**config.mk**
```make
export PLATFORM = sky130hd
export DESIGN_NAME = multicycle_controller
export DESIGN_NICKNAME = d
export VERILOG_FILES = /design/src/rtl/multicycle_controller.sv
export SDC_FILE = /design/constraint.sdc
export NUM_CORES = 1
export LEC_CHECK = 0
export ABC_AREA = 1
export CAP_MARGIN = 20
export CORE_ASPECT_RATIO = 1.1
export CORE_MARGIN = 2
export CORE_UTILIZATION = 40
export DETAILED_ROUTE_END_ITERATION = 10
export HOLD_SLACK_MARGIN = 0.12
export PLACE_DENSITY = 0.83
export SLEW_MARGIN = 30
export SYNTH_ARGS = -nofsm -noshare
export SYNTH_HDL_FRONTEND = slang
export SYNTH_SLANG_ARGS = --single-unit
```
**constraint.sdc**
```tcl
create_clock -name clk -period 2.3 [get_ports clk]
set_input_delay 0.345 -clock clk [delete_from_list [all_inputs] [get_ports clk]]
set_output_delay 0.345 -clock clk [all_outputs]
set_load 0.02 [all_outputs]
```
**src/rtl/multicycle_controller.sv**
```systemverilog
// ---------------------------------------------------------------------------
// multicycle_controller
// Moore-style main control FSM for a multicycle RV32 subset datapath.
// The state register is the only storage; all datapath controls are decoded
// from the registered state (plus mem_ready in FETCH and the branch condition
// in BRANCH). While rst is high the write enables are forced low.
// ---------------------------------------------------------------------------
module multicycle_controller #(
    parameter int MEM_HANDSHAKE = 1,  // 1: memory states wait for mem_ready
    parameter int ENABLE_U      = 1   // 1: lui/auipc are legal instructions
) (
    input  logic       clk,
    input  logic       rst,
    input  logic [6:0] op,
    input  logic [2:0] funct3,
    input  logic       zero,
    input  logic       mem_ready,
    output logic       pcwrite,
    output logic       adrsrc,
    output logic       irwrite,
    output logic       memwrite,
    output logic       regwrite,
    output logic [1:0] resultsrc,
    output logic [1:0] alusrca,
    output logic [1:0] alusrcb,
    output logic [2:0] immsrc,
    output logic [1:0] aluop,
    output logic       illegal,
    output logic [3:0] state
);

    // Opcodes understood by the decoder
    localparam logic [6:0] OP_LOAD   = 7'b0000011;
    localparam logic [6:0] OP_STORE  = 7'b0100011;
    localparam logic [6:0] OP_RTYPE  = 7'b0110011;
    localparam logic [6:0] OP_ITYPE  = 7'b0010011;
    localparam logic [6:0] OP_BRANCH = 7'b1100011;
    localparam logic [6:0] OP_JAL    = 7'b1101111;
    localparam logic [6:0] OP_LUI    = 7'b0110111;
    localparam logic [6:0] OP_AUIPC  = 7'b0010111;

    localparam logic U_EN = (ENABLE_U != 0);

    typedef enum logic [3:0] {
        S_FETCH    = 4'd0,
        S_DECODE   = 4'd1,
        S_MEMADR   = 4'd2,
        S_MEMREAD  = 4'd3,
        S_MEMWB    = 4'd4,
        S_MEMWRITE = 4'd5,
        S_EXECR    = 4'd6,
        S_EXECI    = 4'd7,
        S_ALUWB    = 4'd8,
        S_BRANCH   = 4'd9,
        S_JAL      = 4'd10,
        S_LUI      = 4'd11,
        S_AUIPC    = 4'd12,
        S_TRAP     = 4'd13
    } state_t;

    // Branch condition: only beq/bne are implemented, everything else falls through
    function automatic logic branch_taken(input logic [2:0] f3, input logic z);
        logic t;
        case (f3)
            3'b000:  t = z;
            3'b001:  t = ~z;
            default: t = 1'b0;
        endcase
        return t;
    endfunction

    // Immediate format selection, purely a function of the opcode
    function automatic logic [2:0] imm_decode(input logic [6:0] o);
        logic [2:0] f;
        case (o)
            OP_LOAD, OP_ITYPE: f = 3'b000;
            OP_STORE:          f = 3'b001;
            OP_BRANCH:         f = 3'b010;
            OP_JAL:            f = 3'b011;
            OP_LUI, OP_AUIPC:  f = 3'b100;
            default:           f = 3'b000;
        endcase
        return f;
    endfunction

    // State that follows DECODE for a given opcode; unknown opcodes trap
    function automatic state_t decode_next(input logic [6:0] o, input logic u_en);
        state_t n;
        case (o)
            OP_LOAD, OP_STORE: n = S_MEMADR;
            OP_RTYPE:          n = S_EXECR;
            OP_ITYPE:          n = S_EXECI;
            OP_BRANCH:         n = S_BRANCH;
            OP_JAL:            n = S_JAL;
            OP_LUI:            n = u_en ? S_LUI : S_TRAP;
            OP_AUIPC:          n = u_en ? S_AUIPC : S_TRAP;
            default:           n = S_TRAP;
        endcase
        return n;
    endfunction

    state_t     state_q;
    state_t     state_d;
    logic       mem_ok_s;
    logic       pcwrite_s;
    logic       irwrite_s;
    logic       memwrite_s;
    logic       regwrite_s;
    logic       illegal_s;

    // Without a handshake the memory is assumed to answer every cycle
    assign mem_ok_s = (MEM_HANDSHAKE != 0) ? mem_ready : 1'b1;

    // State register with asynchronous reset to FETCH
    always_ff @(posedge clk or posedge rst) begin
        if (rst) begin
            state_q <= S_FETCH;
        end else begin
            state_q <= state_d;
        end
    end

    // Next-state logic
    always_comb begin
        state_d = S_FETCH;
        case (state_q)
            S_FETCH:    state_d = mem_ok_s ? S_DECODE : S_FETCH;
            S_DECODE:   state_d = decode_next(op, U_EN);
            S_MEMADR:   state_d = (op == OP_LOAD) ? S_MEMREAD : S_MEMWRITE;
            S_MEMREAD:  state_d = mem_ok_s ? S_MEMWB : S_MEMREAD;
            S_MEMWRITE: state_d = mem_ok_s ? S_FETCH : S_MEMWRITE;
            S_EXECR,
            S_EXECI,
            S_JAL,
            S_LUI,
            S_AUIPC:    state_d = S_ALUWB;
            S_MEMWB,
            S_ALUWB,
            S_BRANCH:   state_d = S_FETCH;
            S_TRAP:     state_d = S_TRAP;
            default:    state_d = S_FETCH;  // unused encodings recover
        endcase
    end

    // Per-state control decode; every output defaults to 0
    always_comb begin
        pcwrite_s  = 1'b0;
        adrsrc     = 1'b0;
        irwrite_s  = 1'b0;
        memwrite_s = 1'b0;
        regwrite_s = 1'b0;
        resultsrc  = 2'b00;
        alusrca    = 2'b00;
        alusrcb    = 2'b00;
        aluop      = 2'b00;
        illegal_s  = 1'b0;
        case (state_q)
            S_FETCH: begin
                alusrcb   = 2'b10;
                resultsrc = 2'b10;
                irwrite_s = mem_ok_s;
                pcwrite_s = mem_ok_s;
            end
            S_DECODE: begin
                alusrca = 2'b01;
                alusrcb = 2'b01;
            end
            S_MEMADR: begin
                alusrca = 2'b10;
                alusrcb = 2'b01;
            end
            S_MEMREAD: begin
                adrsrc = 1'b1;
            end
            S_MEMWB: begin
                resultsrc  = 2'b01;
                regwrite_s = 1'b1;
            end
            S_MEMWRITE: begin
                adrsrc     = 1'b1;
                memwrite_s = 1'b1;
            end
            S_EXECR: begin
                alusrca = 2'b10;
                aluop   = 2'b10;
            end
            S_EXECI: begin
                alusrca = 2'b10;
                alusrcb = 2'b01;
                aluop   = 2'b10;
            end
            S_ALUWB: begin
                regwrite_s = 1'b1;
            end
            S_BRANCH: begin
                alusrca   = 2'b10;
                aluop     = 2'b01;
                pcwrite_s = branch_taken(funct3, zero);
            end
            S_JAL: begin
                alusrca   = 2'b01;
                alusrcb   = 2'b10;
                pcwrite_s = 1'b1;
            end
            S_LUI: begin
                alusrca = 2'b11;
                alusrcb = 2'b01;
            end
            S_AUIPC: begin
                alusrca = 2'b01;
                alusrcb = 2'b01;
            end
            S_TRAP: begin
                illegal_s = 1'b1;
            end
            default: begin
                illegal_s = 1'b0;
            end
        endcase
    end

    // Enables are killed for the whole reset pulse, not just after the edge
    assign pcwrite  = pcwrite_s  & ~rst;
    assign irwrite  = irwrite_s  & ~rst;
    assign memwrite = memwrite_s & ~rst;
    assign regwrite = regwrite_s & ~rst;
    assign illegal  = illegal_s  & ~rst;

    assign immsrc = imm_decode(op);
    assign state  = state_q;

endmodule

```
# Word level (Yosys, flattened, before mapping)
# Index checks and enable logic that the tools add are counted.
[totals]
reg_bits = 4
in_bits = 14
out_inout_bits = 21
wordCells = 60
[op_classes]
eq_ne = 22
n_mux = 18
n_bitwise = 7
n_reduce_logical = 12
[op_table]
columns = ["operator", "count"]
rows = [
  ["one-hot mux 4 bit (7 select lines)", 2],
  ["equality test 4 bit, second input constant", 6],
  ["equality test 7 x 6 -> 1 bit, second input constant", 3],
  ["equality test 4 x 3 -> 1 bit, second input constant", 4],
  ["equality test 7 x 5 -> 1 bit, second input constant", 2],
  ["equality test 7 bit, second input constant", 2],
  ["one-hot mux 2 bit (2 select lines)", 3],
  ["one-hot mux 3 bit (4 select lines)", 1],
  ["OR reduction 2 bit", 6],
  ["OR reduction 5 bit", 2],
  ["two-way mux 3 bit", 3],
  ["equality test 4 x 2 -> 1 bit, second input constant", 2],
  ["equality test 7 x 2 -> 1 bit, second input constant", 1],
  ["two-way mux 1 bit", 6],
  ["one-hot mux 2 bit (3 select lines)", 1],
  ["AND 1 bit", 5],
  ["equality test 4 x 1 -> 1 bit, second input constant", 1],
  ["zero test 4 bit", 1],
  ["OR reduction 4 bit", 1],
  ["equality test 3 x 1 -> 1 bit, second input constant", 1],
  ["zero test 3 bit", 1],
  ["one-hot mux 1 bit (3 select lines)", 1],
  ["OR reduction 3 bit", 1],
  ["NOT 1 bit", 2],
  ["one-hot mux 1 bit (2 select lines)", 1],
]

# Logic depth before layout (Yosys ltp)
[depth]
depth_word = 4
ltp_mapped = 10
ltp_nobuf = 10

# Least setup slack after synthesis
# Ideal clock, no wire load.
[synth_path]
path_kind = "reg2out"
startpoint = "register state_q[1], in the netlist state[1]"
endpoint = "output port pcwrite"
arrival_ns = 1.502
required_ns = 1.955
path_slack_ns = 0.453
stages_incl_launch_ff = 6
path_buffers = 0
cell_sequence = "dfrtp_1 -> inv_2 -> nand2_1 -> nor2_2 -> nand2_1 -> a31oi_1"
[synth_via]
elab_chain_len = 3
elab_cells_between_ends = 5
classes_between = "2 x eq/ne; 1 x mux; 1 x bitwise; 1 x reduce/logical"
[synth_rtl]
columns = ["item", "line", "source"]
rows = [
  ["from (decl)", "102", "state_t state_q;"],
  ["from (signal assigned)", "119", "state_q <= state_d;"],
  ["equality test 4 bit / zero test 4 bit (equally long branches)", "157", "case (state_q)"],
  ["one-hot mux 1 bit (3 select lines) *", "157", ""],
  ["AND 1 bit *", "223", "assign pcwrite = pcwrite_s & ~rst;"],
  ["to (decl)", "18", "output logic pcwrite,"],
]
# Every way passes the cells marked *; elsewhere a longest branch is shown, timed or not.

# Final worst setup path
[layout_path]
startpoint = "input port op[1]"
endpoint = "output port immsrc[2]"
[layout_via]
elab_chain_len = 3
elab_cells_between_ends = 7
classes_between = "5 x eq/ne; 1 x mux; 1 x reduce/logical"
[layout_rtl]
columns = ["item", "line", "source"]
rows = [
  ["from (decl)", "14", "input logic [6:0] op,"],
  ["equality test 7 x 5 -> 1 bit / equality test 7 x 6 -> 1 bit (equally long branches)", "75", "case (o)"],
  ["OR reduction 2 bit", "75", ""],
  ["one-hot mux 3 bit (4 select lines) *", "75", ""],
  ["to (decl)", "26", "output logic [2:0] immsrc,"],
]
# Marks and branches as above.

==> results.json <==
{
  "start_util_pct": 44.29,
  "hold_class": "in2async",
  "timing_max_transition_violations_final": 0,
  "synthDistinctLibCells": 20,
  "drtAntennaViolNets": 0,
  "fmax_mhz": 455.5,
  "htreeDepth": 1,
  "finalWirelength_um": 1643,
  "core_area_um2": 1401,
  "clockBufferDepth": 2,
  "final_cell_mix": "clkdlybuf4s50_1 (31), nand2_1 (28), nor2_1 (22), inv_1 (12), nand2_2 (9)",
  "rsz0062_at_grt": "false",
  "grt_first_pass_wirelength_um": 2856,
  "arrival_ns": 1.85,
  "numCtsBuffers": 3,
  "fin_skew_ns": 0.003675,
  "tightest_slew_ns": 0.2500,
  "clock_latency_ns": 0.23,
  "clock-root-buffer": "clkbuf_4",
  "ios": 35,
  "cp-start-kind": "input port",
  "max_stage_delay_ns": 0.63,
  "dr.first_iter.drc_count": 5,
  "worstSetupEndpointType": "output port",
  "worstSetupPathType": "in2out",
  "drt-vias-per-instance": 4.754,
  "setup_viol": 0,
  "yosysTopAreaCellShare_pct": 16.94,
  "synth_fp_nets": 128,
  "synth_area_um2": 620.6,
  "fin_util_pct": 72.32,
  "yosys-top-cells-area": "nand2_1 (17%), dfrtp_1 (16%), nor2_1 (14%)",
  "cp_max_fo": 3,
  "hold_violations": 0,
  "first_pass_iters": 2,
  "yosys.area.top_type": "nand2_1",
  "antenna_found_initial": 0,
  "ys_seq_area_share_pct": 16.13,
  "row_count": 14,
  "crit_path_frequent_cell": "clkdlybuf4s50_1",
  "finalNetCount": 167,
  "p_per_area_nw_per_um2": 207.6,
  "cts_tree": "yes",
  "slew_headroom_pct": 83.28,
  "period_share_pct": 95.46,
  "path_clk_slew_ns": 0.04,
  "synth_cells": 114,
  "place_congestion": 0.8504,
  "grt_overflow_total": 0,
  "drive_above_1_share_pct": 20.53,
  "largest_reg_flops": 4,
  "tns_ns": 0,
  "wl_per_cell_um": 9.838,
  "outcome": "finished, final reports clean",
  "regToRegSetupSlack_ns": 1.08,
  "rr_endpoint": "state[2]",
  "fp.dieW_um": 41.56,
  "io_buffers": 34,
  "diodes": 0,
  "die_area_um2": 1883,
  "track_usage_pct": 19.20,
  "ys.warnings.count": 0,
  "leakagePower_nw": 0.5132,
  "route.detailed.drc": 0,
  "synthFlopType": "dfrtp_1",
  "num_vias": 794,
  "grt_max_degree": 7,
  "synthArstFlopShare_pct": 100.0,
  "synth_edf_count": 0,
  "grt_pass1_vias": 778,
  "slowest_stage": "clkdlybuf4s50_1",
  "r2r-start": "state[2]",
  "layout_commonest_cell": "clkdlybuf4s50_1",
  "drv_cap": 0,
  "dp.final_hpwl_um": 1447,
  "area_delta_synth_final_pct": 63.31,
  "ff2ff_path_depth": 7,
  "post_cts_buffers": 0,
  "ys_seq_elements": 4,
  "crit_chain": "clkdlybuf4s50_1 -> nand2_2 -> inv_2 -> nand3_1 -> nor2_2 -> clkdlybuf4s50_1",
  "ir_worst_vdd_v": 0.0002235,
  "postSynthAreaPerCell_um2": 5.444,
  "chipHeight_um": 45.31,
  "period_needed_ns": 2.195,
  "cts.sinks": 4,
  "required_ns": 1.96,
  "ctsHoldBuffers": 0
}
power breakdown:
| part | switching, W | internal [W] | total [W] | leakage (nW) |
|---|---|---|---|---|
| clock network | 0.0000239 | 0.0000580 | 0.0000819 | 0.0138 |
| registers | 0 | 0.0000708 | 0.0000708 | 0.0402 |
| logic | 0.0000276 | 0.0000301 | 0.0000577 | 0.459 |
logic make-up (layout without fill, tap and decap cells):
group	after synthesis	in the layout	synth area share [%]
compound gates	11	11	10.68
flops	4	4	16.13
simple gates	78	78	59.67
buf+inv	20	57	12.10
xor+xnor	1	1	1.412
Yosys cell counts, types with 2 or more instances:
library cell	n
nor2_2	5
dfrtp_1	4
nor3_1	3
nand2_1	28
inv_2	8
a31oi_1	2
nand3_1	5
o21ai_0	4
nor2_4	3
nand2_2	9
inv_1	12
nor2_1	23
worst max path at each step:
stage / startpoint / to / slack, ns / cells past startpoint
floorplan: state[1] / pcwrite / 0.45 / 5
global placement: op[3] / immsrc[1] / 0.12 / 7
detailed placement: op[5] / immsrc[0] / 0.09 / 6
CTS: state[2] / pcwrite / 0.05 / 6
global route: op[1] / immsrc[2] / 0.004 / 6
finish: op[1] / immsrc[2] / 0.10 / 6
worst max-delay path: cells and delay by family:
kind,cells,cell delay [ns]
buffers and inverters,3,1.16
and+or+nand+nor,3,0.35
layer usage:
metal  global-route usage [%]  routed length [µm]  up-vias
met4                    5.806                   0        0
met5                        0                   0        -
met2                    42.81                 901       26
met3                    3.200                  96        0
li1                         -                   -      430
met1                    17.23                 645      338
repair_timing:
action	4_1_cts	5_1_grt
hold endpoints to repair	0	0
gates resized for setup	0	4
setup endpoints to repair	0	3
stage by stage:
step / cell area [µm²] / setup slack, ns / hold slack, ns / instances / power [W]
2_1_floorplan: 620.6 / 0.4528 / 0.1111 / 114 / 0.00009672
3_3_place_gp: 980.9 / 0.1158 / 0.6151 / 164 / 0.0001285
3_5_place_dp: 980.9 / 0.09078 / 0.6048 / 164 / 0.0001296
4_1_cts: 1003 / 0.04735 / 0.4759 / 167 / 0.0002140
5_1_grt: 1013 / 0.003769 / 0.5283 / 167 / 0.0002202
6_report: 1013 / 0.1045 / 0.4894 / 167 / 0.0002104
final cells by class:
| cell class | instances | area (µm²) |
|---|---|---|
| repair buffers | 34 | 347.8 |
| well taps | 16 | 20.02 |
| multi-input cells | 90 | 447.9 |
| flip-flops and latches | 4 | 100.1 |
| fillers | 138 | 387.9 |
| inverters | 20 | 75.07 |
| clock buffers | 3 | 22.52 |
Power figures use the tool's default switching activity.
